<file path="src/rtl/jogao_pkg.sv">
// Shared types for the board input path: detector state codes, board geometry,
// and the one-hot to position decoder.
package jogao_pkg;

    localparam int N_BOTOES = 9;
    localparam int W_POS    = 4;

    typedef enum logic [2:0] {
        OCIOSO   = 3'd0,
        FILTRA   = 3'd1,
        VALIDA   = 3'd2,
        ENTREGA  = 3'd3,
        INVALIDA = 3'd4,
        SOLTA    = 3'd5
    } estado_t;

    typedef struct packed {
        logic             valida;
        logic [W_POS-1:0] pos;
    } pos_t;

    // valida is set only when exactly one bit is set; pos is then its index
    function automatic pos_t onehot_para_pos(input logic [N_BOTOES-1:0] v);
        pos_t r;
        int   n;
        r.valida = 1'b0;
        r.pos    = '0;
        n        = 0;
        for (int i = 0; i < N_BOTOES; i++) begin
            if (v[i]) begin
                n     = n + 1;
                r.pos = W_POS'(i);
            end
        end
        r.valida = (n == 1);
        return r;
    endfunction

endpackage

</file>
<file path="src/rtl/detector_jogada_sincronizador.sv">
// Two-flop synchroniser, parameterised width, cleared to 0 on reset.
// Latency 2 cycles; no flow control.
module sincronizador #(
    parameter int W = 1
) (
    input  logic         clock,
    input  logic         reset,
    input  logic [W-1:0] d,
    output logic [W-1:0] q
);

    logic [W-1:0] meta;

    always_ff @(posedge clock or negedge reset) begin
        if (!reset) begin
            meta <= '0;
            q    <= '0;
        end else begin
            meta <= d;
            q    <= meta;
        end
    end

endmodule

</file>
<file path="src/rtl/detector_jogada.sv">
// Debounces the 9 board buttons, rejects multi-press, delivers one encoded play (DETECTOR_JOGADA_TIMEOUT_EN adds an idle timeout).
// Latency: 2 + DEBOUNCE_CICLOS + 2 cycles from button edge to tem_jogada.
// Backpressure: tem_jogada/jogada held until consome; a new play needs full release first.
module detector_jogada
    import jogao_pkg::*;
#(
    parameter int DEBOUNCE_CICLOS = 50000
`ifdef DETECTOR_JOGADA_TIMEOUT_EN
    , parameter int TIMEOUT_CICLOS = 500000000
`endif
) (
    input  logic                clock,
    input  logic                reset,
    input  logic [N_BOTOES-1:0] botoes,
    input  logic                habilita,
    input  logic                consome,
    input  logic                zera,
    output logic                tem_jogada,
    output logic [W_POS-1:0]    jogada,
    output logic                jogada_invalida,
    output logic [2:0]          db_estado
`ifdef DETECTOR_JOGADA_TIMEOUT_EN
    , output logic              timeout
`endif
);

    localparam int               W_CNT   = $clog2(DEBOUNCE_CICLOS + 1);
    localparam logic [W_CNT-1:0] CNT_ULT = W_CNT'(DEBOUNCE_CICLOS - 1);
    localparam logic [W_CNT-1:0] CNT_MAX = W_CNT'(DEBOUNCE_CICLOS);

    logic [N_BOTOES-1:0] s;
    logic [N_BOTOES-1:0] padrao, padrao_prox;
    estado_t             estado, estado_prox;
    logic [W_CNT-1:0]    cnt, cnt_prox;
    logic [W_POS-1:0]    jogada_prox;
    pos_t                dec;

    sincronizador #(.W(N_BOTOES)) u_sinc (
        .clock (clock),
        .reset (reset),
        .d     (botoes),
        .q     (s)
    );

    assign dec = onehot_para_pos(padrao);

    always_ff @(posedge clock or negedge reset) begin
        if (!reset) begin
            estado <= OCIOSO;
            cnt    <= '0;
            padrao <= '0;
            jogada <= '0;
        end else begin
            estado <= estado_prox;
            cnt    <= cnt_prox;
            padrao <= padrao_prox;
            jogada <= jogada_prox;
        end
    end

    always_comb begin
        estado_prox     = estado;
        cnt_prox        = cnt;
        padrao_prox     = padrao;
        jogada_prox     = jogada;
        tem_jogada      = 1'b0;
        jogada_invalida = 1'b0;
        db_estado       = estado;

        case (estado)
            OCIOSO: begin
                if (habilita && (s != '0)) begin
                    padrao_prox = s;
                    cnt_prox    = '0;
                    estado_prox = FILTRA;
                end
            end
            FILTRA: begin
                if (!habilita || (s != padrao)) begin
                    estado_prox = OCIOSO;
                end else if (cnt == CNT_ULT) begin
                    estado_prox = VALIDA;
                end else if (cnt != CNT_MAX) begin
                    cnt_prox = cnt + 1'b1;
                end
            end
            VALIDA: begin
                cnt_prox = '0;
                if (dec.valida) begin
                    jogada_prox = dec.pos;
                    estado_prox = ENTREGA;
                end else begin
                    estado_prox = INVALIDA;
                end
            end
            ENTREGA: begin
                tem_jogada = 1'b1;
                cnt_prox   = '0;
                if (consome) estado_prox = SOLTA;
            end
            INVALIDA: begin
                jogada_invalida = 1'b1;
                cnt_prox        = '0;
                estado_prox     = SOLTA;
            end
            SOLTA: begin
                // any press restarts the release window, so a held button never re-arms
                if (s != '0) begin
                    cnt_prox = '0;
                end else if (cnt == CNT_ULT) begin
                    estado_prox = OCIOSO;
                end else if (cnt != CNT_MAX) begin
                    cnt_prox = cnt + 1'b1;
                end
            end
            default: begin
                estado_prox = OCIOSO;
                cnt_prox    = '0;
            end
        endcase

        if (zera) begin
            estado_prox = OCIOSO;
            cnt_prox    = '0;
            jogada_prox = '0;
        end
    end

`ifdef DETECTOR_JOGADA_TIMEOUT_EN
    localparam int W_TMO = $clog2(TIMEOUT_CICLOS + 1);

    logic [W_TMO-1:0] tmo_cnt;
    logic             tmo_corre;

    assign tmo_corre = habilita && ((estado == OCIOSO) || (estado == FILTRA));
    assign timeout   = tmo_corre && !zera && (tmo_cnt == W_TMO'(TIMEOUT_CICLOS - 1));

    always_ff @(posedge clock or negedge reset) begin
        if (!reset) begin
            tmo_cnt <= '0;
        end else if (zera || !habilita || ((estado_prox == ENTREGA) && (estado != ENTREGA))) begin
            tmo_cnt <= '0;
        end else if (tmo_corre) begin
            tmo_cnt <= timeout ? '0 : tmo_cnt + 1'b1;
        end
    end
`endif

endmodule

</file>
<file path="config.mk">
export PLATFORM = sky130hd
export DESIGN_NAME = detector_jogada
export DESIGN_NICKNAME = d
export VERILOG_FILES = /design/src/rtl/jogao_pkg.sv /design/src/rtl/detector_jogada_sincronizador.sv /design/src/rtl/detector_jogada.sv
export SDC_FILE = /design/constraint.sdc
export NUM_CORES = 1
export LEC_CHECK = 0
export CAP_MARGIN = 20
export CORE_MARGIN = 5
export CORE_UTILIZATION = 40
export DETAILED_ROUTE_END_ITERATION = 8
export GPL_TIMING_DRIVEN = 0
export PLACE_DENSITY_LB_ADDON = 0.08
export SLEW_MARGIN = 20
export SYNTH_ARGS = -nofsm -noshare
export SYNTH_HDL_FRONTEND = slang
export SYNTH_SLANG_ARGS = --single-unit
</file>
<file path="constraint.sdc">
create_clock -name clock -period 11.2 [get_ports clock]
set_input_delay 2.8 -clock clock [delete_from_list [all_inputs] [get_ports clock]]
set_output_delay 2.8 -clock clock [all_outputs]
set_load 0.05 [all_outputs]
</file>
# After elaboration in Yosys (flattened, before gate mapping)
# Cells that the tools add are included.
# Widths: inputs -> output; s select.
[word_totals] register_bits=50 input_bits=14 word_cells=79
[op_classes] addsub=9 n_eq_ne=15 mux=38 reduce_logical=11
[ops] op="$add 32x2->32 const B" n=8
[ops] op="$mux 32" n=8
[ops] op="$mux 16" n=6
[ops] op="$pmux 16 s3" n=1
[ops] op="$mux 4" n=10
[ops] op="$eq 32x2->1 const B" n=1
[ops] op="$mux 3" n=8
[ops] op="$pmux 3 s6" n=1
[ops] op="$add 16x1->16 const B" n=1
[ops] op="$eq 16x16->1 const B" n=1
[ops] op="$ne 16x16->1 const B" n=1
[ops] op="$ne 3x3->1 const B" n=5
[ops] op="$ne 9x9->1" n=1
[ops] op="$reduce_bool 9->1" n=1
[ops] op="$eq 3x2->1 const B" n=2
[ops] op="$eq 3x3->1 const B" n=2
[ops] op="$reduce_and 2->1" n=3
[ops] op="$reduce_and 5->1" n=1
[ops] op="$mux 1" n=4
[ops] op="$ne 4x4->1 const B" n=1
[ops] op="$reduce_bool 2->1" n=2
[ops] op="$eq 3x1->1 const B" n=1
[ops] op="$logic_not 3->1" n=1
[ops] op="$logic_and 1x1->1" n=1
[ops] op="2 further kinds" n=2

# Depth between registers and ports, before layout
[depth] depth_word=21 ltp_mapped=29 ltp_nobuf=29

# Modules after synthesis
# From an unflattened synthesis, not the netlist that was laid out.
[unflattened] cells_unflattened=314 area_unflattened_um2=3101.7
[modules_own_cells] mod="detector_jogada" n_inst=1 cells_each=296 area_per_inst_um2=2651.3 seq_area_each_um2=800.8
[modules_own_cells] mod="sincronizador" n_inst=1 cells_each=18 area_per_inst_um2=450.4 seq_area_each_um2=450.4

# Worst setup path before layout
# OpenSTA, ideal clock, no wires.
[synth_path] kind="reg-to-reg" startpoint="reg padrao[0]" endpoint="reg jogada[0]" setup_time_ns=0.078 arrival_time_ns=5.166 path_slack_ns=5.957 path_stages_with_launch=27 synth_period_minus_slack_ns=5.243 path_cell_list="dfrtp_1 > inv_1 > ha_1 > xor2_1 > ha_1 > nand2_1 > o21ai_0 > ha_1 > mux2_2 > ha_1 > nor2b_1 > a21oi_1 > or2_2 > ha_1 > nand2b_1 > o31ai_1 > inv_1 > ha_1 > nand2_1 > o21ai_0 > ha_1 > or3_1 > o22a_1 > nor3_1 > o21a_1 > o2111ai_1 > a21oi_1"
[synth_between] elab_chain_len=20
[synth_rtl] element="start: declaration" line_no="detector_jogada.sv:32" rtl="logic [N_BOTOES-1:0] padrao, padrao_prox;"
[synth_rtl] element="start signal: assignment" line_no="detector_jogada.sv:56" rtl="padrao <= padrao_prox;"
[synth_rtl] element="$mux 1 (*)" line_no="jogao_pkg.sv:30" rtl="if (v[i]) begin"
[synth_rtl] element="$add 32x2->32" line_no="jogao_pkg.sv:31" rtl="n = n + 1;"
[synth_rtl] element="$mux 32 (*)" line_no="jogao_pkg.sv:30"
[synth_rtl] element="$add 32x2->32" line_no="jogao_pkg.sv:31"
[synth_rtl] element="$mux 32 (*)" line_no="jogao_pkg.sv:30"
[synth_rtl] element="$add 32x2->32" line_no="jogao_pkg.sv:31"
[synth_rtl] element="$mux 32 (*)" line_no="jogao_pkg.sv:30"
[synth_rtl] element="$add 32x2->32" line_no="jogao_pkg.sv:31"
[synth_rtl] element="[4 not listed]"
[synth_rtl] element="$mux 32 (*)" line_no="jogao_pkg.sv:30"
[synth_rtl] element="$add 32x2->32" line_no="jogao_pkg.sv:31"
[synth_rtl] element="$mux 32 (*)" line_no="jogao_pkg.sv:30"
[synth_rtl] element="$add 32x2->32" line_no="jogao_pkg.sv:31"
[synth_rtl] element="$mux 32 (*)" line_no="jogao_pkg.sv:30"
[synth_rtl] element="$eq 32x2->1 (*)" line_no="jogao_pkg.sv:35" rtl="r.valida = (n == 1);"
[synth_rtl] element="$reduce_bool 2->1 (no source line) (*)"
[synth_rtl] element="$reduce_and 2->1 (no source line) (*)"
[synth_rtl] element="end signal: assignment" line_no="detector_jogada.sv:57" rtl="jogada <= jogada_prox;"
[synth_rtl] element="end: declaration" line_no="detector_jogada.sv:19" rtl="output logic [W_POS-1:0] jogada,"
# Every way passes the cells marked *; elsewhere a longest branch is shown, timed or not.
# A chain may end at the register's enable or synchronous reset.

# Final worst setup path
[layout_path] startpoint="reg padrao[0]" endpoint="reg jogada[2]"
# Same word-level chain as after synthesis.

==> flow_summary.yaml <==
timing:
  drv_slew: 0
  hold_slack_ns: 0.358
  min_period_over_period_pct: 51.8
  hold_viol_final: 0
  rsz0062_at_grt: "false"
  tightestPinTransition_ns: 0.632
  max-slew-margin-rel_pct: 57.9
  post-route-min-period_ns: 5.80
  fin_worst_skew_ns: 0.00657
  setup_slack_ns: 5.40
  fmax_mhz: 173
  fin_setup_tns_ns: 0
  finalSetupViolations: 0
place:
  gp_congestion: 0.790
  post-place-ws_ns: 5.45
  port_buffers: 21
  dp_hpwl_um: 4560
  placed_area_um2: 3330
  dp_cells: 421
setup_path:
  start_kind: "flip-flop"
  max_stage_delay_ns: 0.42
  cp.required_ns: 11.38
  crit_type: "flip-flop to flip-flop"
  worstSetupEndpointType: "flip-flop"
  crit_path_frequent_cell: "ha_1"
  critPathArrivalTime_ns: 5.98
  crit_path_max_fanout: 5
  crit_slowest_cell: "dfrtp_1"
routing:
  routed-via-count: 2226
  wire_per_inst_um: 13.9
  routed_wl_um: 5950
  antenna_left: 0
  vias_per_cell: 5.19
  firstDrtPassIters: 4
  drc: 0
  drt_iter0_drc: 58
global_routing:
  grt_pass1_wl_um: 10500
  grt_pass1_vias: 2206
  grt_max_degree: 51
  antenna_found_initial: 0
  overflow: 0
  grt_usage_pct: 13.4
clocking:
  cts_buffers: 5
  cts.clk_slew.worst_paths_ns: 0.10
  post_cts_buffers: 0
  cts_resized: 0
  clk_latency_ns: 0.31
  cts_tree: "built"
  cts_sinks: 50
  cts.path.max_buffers: 2
  cts_hold_buf: 0
  clock-root-buffer: "clkbuf_8"
  h-tree-depth: 2
logic_synthesis:
  async_reset_ff_share_pct: 100
  ys_seq_elements: 50
  synthFlopType: "dfrtp_1"
  synth_edf_count: 0
  syn-instance-count: 301
  syn_nets: 325
  synth_warnings: 0
  synth.distinct_cells: 54
  synth-seq-area-share_pct: 41.7
  syn_area_um2: 3000
  avgSynthCellArea_um2: 9.97
cells_and_area:
  seq_area_um2: 1250
  diodes: 0
  stdcell_area_um2: 3430
  syn_to_final_growth_pct: 14.2
  postLayoutCoreUtil_pct: 47.0
  fin_nets: 353
  drive_gt1_share_pct: 10.9
  finalNonFillerCells: 429
  layout.filler_cells: 765
  multi_input_area_um2: 1640
power_and_ir_drop:
  ir_drop_mv: 0.0676
  leakage_nw: 1.35
  power_mw: 0.637
  power.density_nw_per_um2: 186
hold_path:
  hold_class: "flip-flop to flip-flop"
die:
  die_y_um: 96.6
  start_util_pct: 41.2
  core.rowCount: 31
  dieArea_um2: 9340
  core_um2: 7290
  ioPinCount: 23
  fp.dieW_um: 96.6
job:
  maxCapViolations: 0
run_status:
  status: "complete, no violations"
[cell usage in the layout (no fill, tap or decap), drive strengths merged, types with 2 or more instances in the layout]
cell / n
or4: 3
nor4: 2
or4b: 2
a21oi: 20
mux2: 12
nand4: 8
nor2b: 2
o22a: 2
or3: 7
o221ai: 2
ha: 10
inv: 18
o21ai: 16
and3: 3
nand3b: 3
o211ai: 3
o21a: 3
xor2: 11
nand2b: 6
buf: 3
clkbuf: 15
o2111ai: 2
nand4bb: 2
dfrtp: 50
nand3: 11
nand2: 17
xnor3: 3
clkdlybuf4s50: 20
o32a: 2
nor3: 9
nor2: 26
xnor2: 20
nor4bb: 2
[worst paths after layout]
check                      depth (start not counted)                startpoint                  endpoint  slack, ns
max in group asynchronous                          1                     reset       cnt[10]$_DFFE_PN0P_       8.27
hold reg to reg                                    0  u_sinc.meta[0]$_DFF_PN0_     u_sinc.q[0]$_DFF_PN0_       0.36
hold / removal                                     0  u_sinc.meta[0]$_DFF_PN0_     u_sinc.q[0]$_DFF_PN0_       0.36
min in group asynchronous                          1                     reset  u_sinc.meta[3]$_DFF_PN0_       2.50
setup / recovery                                  26     padrao[0]$_DFFE_PN0P_     jogada[2]$_DFFE_PN0P_       5.40
setup reg to reg                                  26     padrao[0]$_DFFE_PN0P_     jogada[2]$_DFFE_PN0P_       5.40
[layout make-up]
class | count | area share (%)
multi-input cells | 222 | 47.8
plain buffers | 12 | 1.39
clock inverters | 3 | 0.730
clock buffers | 5 | 2.01
inverters | 17 | 1.86
repair buffers | 21 | 6.06
well taps | 99 | 3.61
flip-flops and latches | 50 | 36.5
[state kept, by name (all words and copies together), names as in the netlist]
register	cells
jogada	4
u_sinc.q	9
cnt	16
padrao	9
db_estado	3
u_sinc.meta	9
[per-layer routing]
layer  GRT usage (%)  share of wire [%]  vias up
met5               0                  0        -
met2            21.9                 48       28
met1            18.4                 49     1066
met3            2.52                2.2        7
met4            3.24                1.0        0
li1                -                  -     1125
[power by group]
group / total, mW / switching, mW / internal, mW
Combinational: 0.331 / 0.181 / 0.150
Clock: 0.109 / 0.0634 / 0.0452
Sequential: 0.197 / 0.00784 / 0.190
[synthesized netlist by cell type, types with 8 or more instances]
cell type / count / area share (%)
o21ai_0: 16 / 2.7
xnor2_1: 19 / 5.5
ha_1: 10 / 4.2
xor2_1: 8 / 2.3
nor3_1: 9 / 1.5
dfrtp_1: 50 / 42
a21oi_1: 20 / 3.3
nand3_1: 10 / 1.7
clkbuf_1: 10 / 1.3
mux2_2: 11 / 4.1
inv_1: 17 / 2.1
nor2_1: 26 / 3.3
nand2_1: 17 / 2.1
[worst max-delay path, delay by kind of cell (launching register included)]
kind / cells / cell delay [ns]
buffers and inverters: 2 / 0.18
DFF: 1 / 0.42
adders and majority gates: 7 / 2.11
muxes: 1 / 0.27
xor gates and xnor gates: 1 / 0.20
AOI/OAI and AO/OA: 8 / 1.18
and+or+nand+nor: 7 / 1.31
[logic make-up (layout without fill, tap and decap cells)]
| group | count (synthesis) | after routing | synth area share, % |
|---|---|---|---|
| flops | 50 | 50 | 41.7 |
| simple gates | 109 | 109 | 20.4 |
| buf+inv | 29 | 58 | 3.71 |
| mux | 13 | 13 | 4.96 |
| xor+xnor | 34 | 34 | 12.7 |
| compound gates | 55 | 55 | 12.0 |
| fa+ha+maj | 11 | 11 | 4.50 |
(Power assumes the default switching activity.)
